==> config.mk <==
export PLATFORM = sky130hd
export DESIGN_NAME = cfg_serial_rx_node
export DESIGN_NICKNAME = d
export VERILOG_FILES = /design/src/rtl/cfg_serial_rx_node.sv
export SDC_FILE = /design/constraint.sdc
export NUM_CORES = 1
export LEC_CHECK = 0
export CORE_AREA = 2 2 64 66
export DETAILED_ROUTE_END_ITERATION = 8
export DIE_AREA = 0 0 66 68
export PLACE_DENSITY = 0.88
export SETUP_SLACK_MARGIN = 0.5
export SLEW_MARGIN = 20
export SYNTH_ARGS = -nofsm -noshare
export SYNTH_HDL_FRONTEND = slang
export SYNTH_SLANG_ARGS = --single-unit
==> constraint.sdc <==
create_clock -name clk_i -period 2.9 [get_ports clk_i]
set_input_delay 0.58 -clock clk_i [delete_from_list [all_inputs] [get_ports clk_i]]
set_output_delay 0.58 -clock clk_i [all_outputs]
set_load 0.03 [all_outputs]
==> src/rtl/cfg_serial_rx_node.sv <==
// Config-network receive node: parses framed serial packets, updates a config
// register on an ID match, and re-drives the raw stream one cycle late.
module cfg_serial_rx_node #(
  parameter int unsigned id_width_p   = 8,
  parameter int unsigned data_width_p = 16,
  parameter logic [id_width_p-1:0]   id_p      = '0,
  parameter logic [data_width_p-1:0] default_p = '0
) (
  input  logic                    clk_i,
  input  logic                    reset_i,
  input  logic                    bit_i,
  output logic                    bit_o,
  output logic [data_width_p-1:0] data_o,
  output logic                    v_o,
  output logic                    err_o,
  output logic                    busy_o
);

  localparam int unsigned ID_W  = id_width_p;
  localparam int unsigned D_W   = data_width_p;
  localparam int unsigned MAX_W = (ID_W > D_W) ? ID_W : D_W;
  localparam int unsigned CNT_W = $clog2(MAX_W + 1);

  typedef enum logic [2:0] {
    S_IDLE   = 3'd0,
    S_ID     = 3'd1,
    S_DATA   = 3'd2,
    S_PARITY = 3'd3,
    S_STOP   = 3'd4,
    S_RESYNC = 3'd5
  } state_e;

  state_e state, state_next;

  logic [CNT_W-1:0] cnt;
  logic [ID_W-1:0]  id_sr;
  logic [D_W-1:0]   data_sr;
  logic             acc;
  logic             parity_ok;

  logic cnt_clr, cnt_inc, acc_clr, acc_fold;
  logic shift_id, shift_data, par_ld, load;
  logic v_next, err_next, busy_next;

  logic last_id, last_data;
  assign last_id   = (cnt == CNT_W'(ID_W - 1));
  assign last_data = (cnt == CNT_W'(D_W - 1));

  // State register
  always_ff @(posedge clk_i) begin
    if (reset_i) state <= S_IDLE;
    else         state <= state_next;
  end

  // Next-state logic
  always_comb begin
    state_next = state;
    case (state)
      S_IDLE:   if (!bit_i) state_next = S_ID;
      S_ID:     if (last_id) state_next = S_DATA;
      S_DATA:   if (last_data) state_next = S_PARITY;
      S_PARITY: state_next = S_STOP;
      S_STOP:   state_next = bit_i ? S_IDLE : S_RESYNC;
      S_RESYNC: if (bit_i) state_next = S_IDLE;
      default:  state_next = S_IDLE;
    endcase
  end

  // Datapath controls and next values of the registered outputs
  always_comb begin
    cnt_clr    = (state_next != state);
    cnt_inc    = 1'b0;
    acc_clr    = 1'b0;
    acc_fold   = 1'b0;
    shift_id   = 1'b0;
    shift_data = 1'b0;
    par_ld     = 1'b0;
    load       = 1'b0;
    v_next     = 1'b0;
    err_next   = 1'b0;
    busy_next  = (state_next != S_IDLE);
    case (state)
      S_IDLE: acc_clr = 1'b1;
      S_ID: begin
        shift_id = 1'b1;
        acc_fold = 1'b1;
        cnt_inc  = 1'b1;
      end
      S_DATA: begin
        shift_data = 1'b1;
        acc_fold   = 1'b1;
        cnt_inc    = 1'b1;
      end
      S_PARITY: par_ld = 1'b1;
      S_STOP: begin
        // A mismatched ID with good framing and parity is silently dropped
        if (!bit_i || !parity_ok) begin
          err_next = 1'b1;
        end else if (id_sr == id_p) begin
          load   = 1'b1;
          v_next = 1'b1;
        end
      end
      default: ;
    endcase
  end

  // Shift registers, counter, parity and registered outputs
  always_ff @(posedge clk_i) begin
    if (reset_i) begin
      bit_o     <= 1'b1;
      data_o    <= default_p;
      v_o       <= 1'b0;
      err_o     <= 1'b0;
      busy_o    <= 1'b0;
      cnt       <= '0;
      id_sr     <= '0;
      data_sr   <= '0;
      acc       <= 1'b0;
      parity_ok <= 1'b0;
    end else begin
      bit_o  <= bit_i;
      v_o    <= v_next;
      err_o  <= err_next;
      busy_o <= busy_next;
      if (load) data_o <= data_sr;
      if (cnt_clr)      cnt <= '0;
      else if (cnt_inc) cnt <= cnt + CNT_W'(1);
      if (acc_clr)       acc <= 1'b0;
      else if (acc_fold) acc <= acc ^ bit_i;
      // LSB-first fields: new bits enter at the MSB and shift down
      if (shift_id)   id_sr   <= ID_W'({bit_i, id_sr} >> 1);
      if (shift_data) data_sr <= D_W'({bit_i, data_sr} >> 1);
      if (par_ld)     parity_ok <= ~(acc ^ bit_i);
    end
  end

endmodule

==> key figures <==
Placement
  • Placed cell area: 2410 um2
  • Post-DP HPWL: 2510 um
  • Dpl cells: 303
  • Gp weighted congestion: 0.763
  • IO buf count: 22

Power and ir drop
  • Power per Cell Area: 519 nW/um2
  • Leakage: 0.819 nW
  • Power share of the combinational group: 4.7%
  • P_int: 1.03 mW
  • Seq pwr share: between 50% and 60%
  • Design Power: approximately 1.3 mW
  • Maximum vdd drop: 0.297 mV
  • Clock share of power: 37.6%
  • Sw Share: 21.5%
  • Sw Pwr: 281 uW

Setup path
  • CP Launch Type: flop
  • CP Buf/Inv Count: 0
  • Worst setup EP type: flop
  • Worst path cell trace: nor3b_2, a221o_1, a211oi_1
  • Slowest cell on crit path: nor3b_2
  • Data required, critical path: about 3 ns
  • Critical path fanouts, max: 23
  • Crit Path Class: flop to flop
  • CP top delay family: simple AND/OR/NAND/NOR gates
  • CP max stage delay: about 0.91 ns
  • Worst Path Arrival: around 2.2 ns

CTS
  • CTS tree: yes
  • Num Clock Sinks: 54
  • Hold Buf Count CTS: 0
  • Post-CTS Setup Bufs: 0
  • Post_cts resized: 0
  • Clock buffer depth: 2
  • Worst skew pair latency: 0.31 ns
  • H-tree depth: 2
  • Clock root buffer master: clkbuf_8
  • Clock slew at reported path FFs: approximately 0.090 ns
  • Total CTS buffers: 5

Logic synthesis
  • Adder-cell share of the synthesized area: 1.16%
  • Synth Instances: 243
  • Syn Nets: ~250
  • Post-synthesis sequential area ratio: 50.0%
  • Main combinational cell family by area after synthesis: simple AND/OR/NAND/NOR gates
  • Multiplexer share of the synthesized area: 11.6%
  • Synth cell types: 36
  • Synth Flop Type: dfxtp_1
  • XOR/XNOR Fraction of Synth Area: 0.810%
  • Synth area leader: dfxtp_1
  • Post-Synth Simple-Gate Area: between 20 and 25%
  • Post-synth top area share: 50.0%
  • Cell Area, Synth: roughly 2200 um2
  • Compound-Gate Fraction of Synth Area: 10.5%
  • Synth Warn #: 0
  • #FFs+latches synth: 54
  • Post-synth EDFFs: 0
  • Avg Cell Area, Syn: a little under 9 um2
  • Top cells by area, synth: dfxtp_1 50%, nand2_1 12%, mux2i_1 12%, a21oi_1 4.6%, nor2_1 2.4%
  • Post-synthesis async set-or-reset flop share: 0%

Worst hold path
  • Hold WC Path Type: flop to flop

Floorplan
  • Die X: 66 um
  • Io pins: 23
  • Initial Utilization: 56.1%
  • Height of the die: 68 um
  • Core Footprint: 3860 um2
  • Rows: 23
  • Die area: 4490 um2

STA
  • Total negative slack: 0 ns
  • Fin. Hold Viols: 0
  • Fmax: 484 MHz
  • Final Cycle Share: between 70% and 80%
  • Final setup fails: 0
  • Slew @ Worst Pin: 1.01 ns
  • RSZ-0062 raised after global routing: no
  • Tmin final: 2.06 ns
  • Slew HR: 32.5%
  • Clock skew: roughly 0.0042 ns
  • Slew Viols, Final: 0

Cells and area
  • Seq. cell area: 1080 um2
  • Inserted Diodes: 0
  • Final core utilization: 65.2%
  • Nets: 265
  • Layout filler cell count: 331
  • Count of non-filler cells in the finished layout: 311
  • Share of layout cells above drive strength 1: 6.51%
  • Layout area overhead: 16.3%
  • Design area: approximately 2500 um2
  • Multi-input logic area: ~1000 um2

Drt
  • Length of the first detailed-routing pass in iterations: 4
  • Initial DRC count: 100
  • Vias per cell: 5.33
  • Total Routed Length: between 3000 and 4000 um
  • WL/cell: 12.1 um
  • Vias: 1658
  • Remaining routing DRC violations: 0
  • Post-route ant nets: 0

Status
  • Outcome: finished, final reports clean

Global routing
  • Global-route wire length before repair: between 6000 and 7000 um
  • GR Overflow Total: 0
  • GR Util All Layers: 18.7%
  • Initial antenna violation count: 0
  • Vias in the first global route: between 1000 and 1500
  • Largest net degree at the start of global routing: 32

Run
  • Max Cap Viol: 0
logic make-up after synthesis:
family	after synthesis
xor gates and xnor gates	2
buffers and inverters	20
and+or+nand+nor	102
adders and majority gates	2
DFF	54
muxes	25
AOI/OAI and AO/OA	38
sequential cells by signal (all words and copies together), names as in the netlist:
name and count:
parity_ok 1, busy_o 1, state 3, err_o 1
data_sr 16, id_sr 8, bit_o 1, cnt 5
v_o 1, data_o 16, acc 1
metrics by stage:
stage	hold slack (ns)	setup WS, ns
after global routing	0.483	0.669
final	0.458	0.835
after CTS	0.462	0.824
after global placement	0.442	0.638
after detailed placement	0.446	0.581
after floorplan	0.428	0.922
worst paths after layout:
kind | from | endpoint | slack, ns | depth (start not counted)
max | state[2] | cnt[3] | 0.84 | 3
max reg2reg | state[2] | cnt[3] | 0.84 | 3
min | data_o[7] | data_o[7] | 0.46 | 2
min reg2reg | data_o[7] | data_o[7] | 0.46 | 2
power groups by stage:
stage | logic (mW) | clock network [mW] | registers [mW]
after detailed placement | 0.0611 | 0 | 0.771
after CTS | 0.0617 | 0.505 | 0.753
after global routing | 0.0675 | 0.526 | 0.755
final | 0.0615 | 0.491 | 0.753
after floorplan | 0.0451 | 0 | 0.771
after global placement | 0.0604 | 0 | 0.771
layout make-up:
class,count,area share [%]
multi-input combinational,169,39.7
clock buffer,5,2.74
clock inverter,3,1.59
sequential,54,43.0
inverter,4,0.597
timing repair buffer,26,9.95
tap,50,2.49
tightest hold or removal path: stages, from the launching register on:
cell,delay (ns)
dfxtp_1,0.32
nand2_1,0.05
mux2i_1,0.05
routing by layer:
| layer | vias up | track usage [%] | wire (um) |
|---|---|---|---|
| met5 | - | 0 | 0 |
| met4 | 0 | 7.65 | 68 |
| met3 | 6 | 5.43 | 106 |
| met2 | 18 | 31.4 | 1820 |
| met1 | 775 | 22.6 | 1750 |
| li1 | 859 | - | - |
synth_stat cells (2+ instances only):
library cell / instances
nand3_1: 2
nand2_1: 67
nor2_1: 14
o21ai_0: 5
or3b_1: 3
or3_1: 3
inv_1: 3
or4_1: 3
dfxtp_1: 54
buf_2: 2
a211oi_1: 6
mux2i_1: 25
xnor2_1: 2
clkbuf_1: 12
a21oi_1: 20
ha_1: 2
layout by cell type (no fill, tap or decap), types with 2 or more instances in the layout:
master / synthesis / routed
or3_1: 3 / 3
o21ai_0: 5 / 5
buf_4: 0 / 4
a211oi_1: 6 / 6
clkdlybuf4s50_1: 0 / 22
clkbuf_8: 0 / 5
a21oi_1: 20 / 20
or3b_1: 3 / 3
mux2i_1: 25 / 25
ha_1: 2 / 2
nor2_1: 14 / 14
dfxtp_1: 54 / 54
clkinv_2: 0 / 2
nand3_1: 2 / 2
nand2_1: 67 / 67
xnor2_1: 2 / 2
or4_1: 3 / 3
inv_1: 3 / 3
Power figures use the tool's default switching activity.
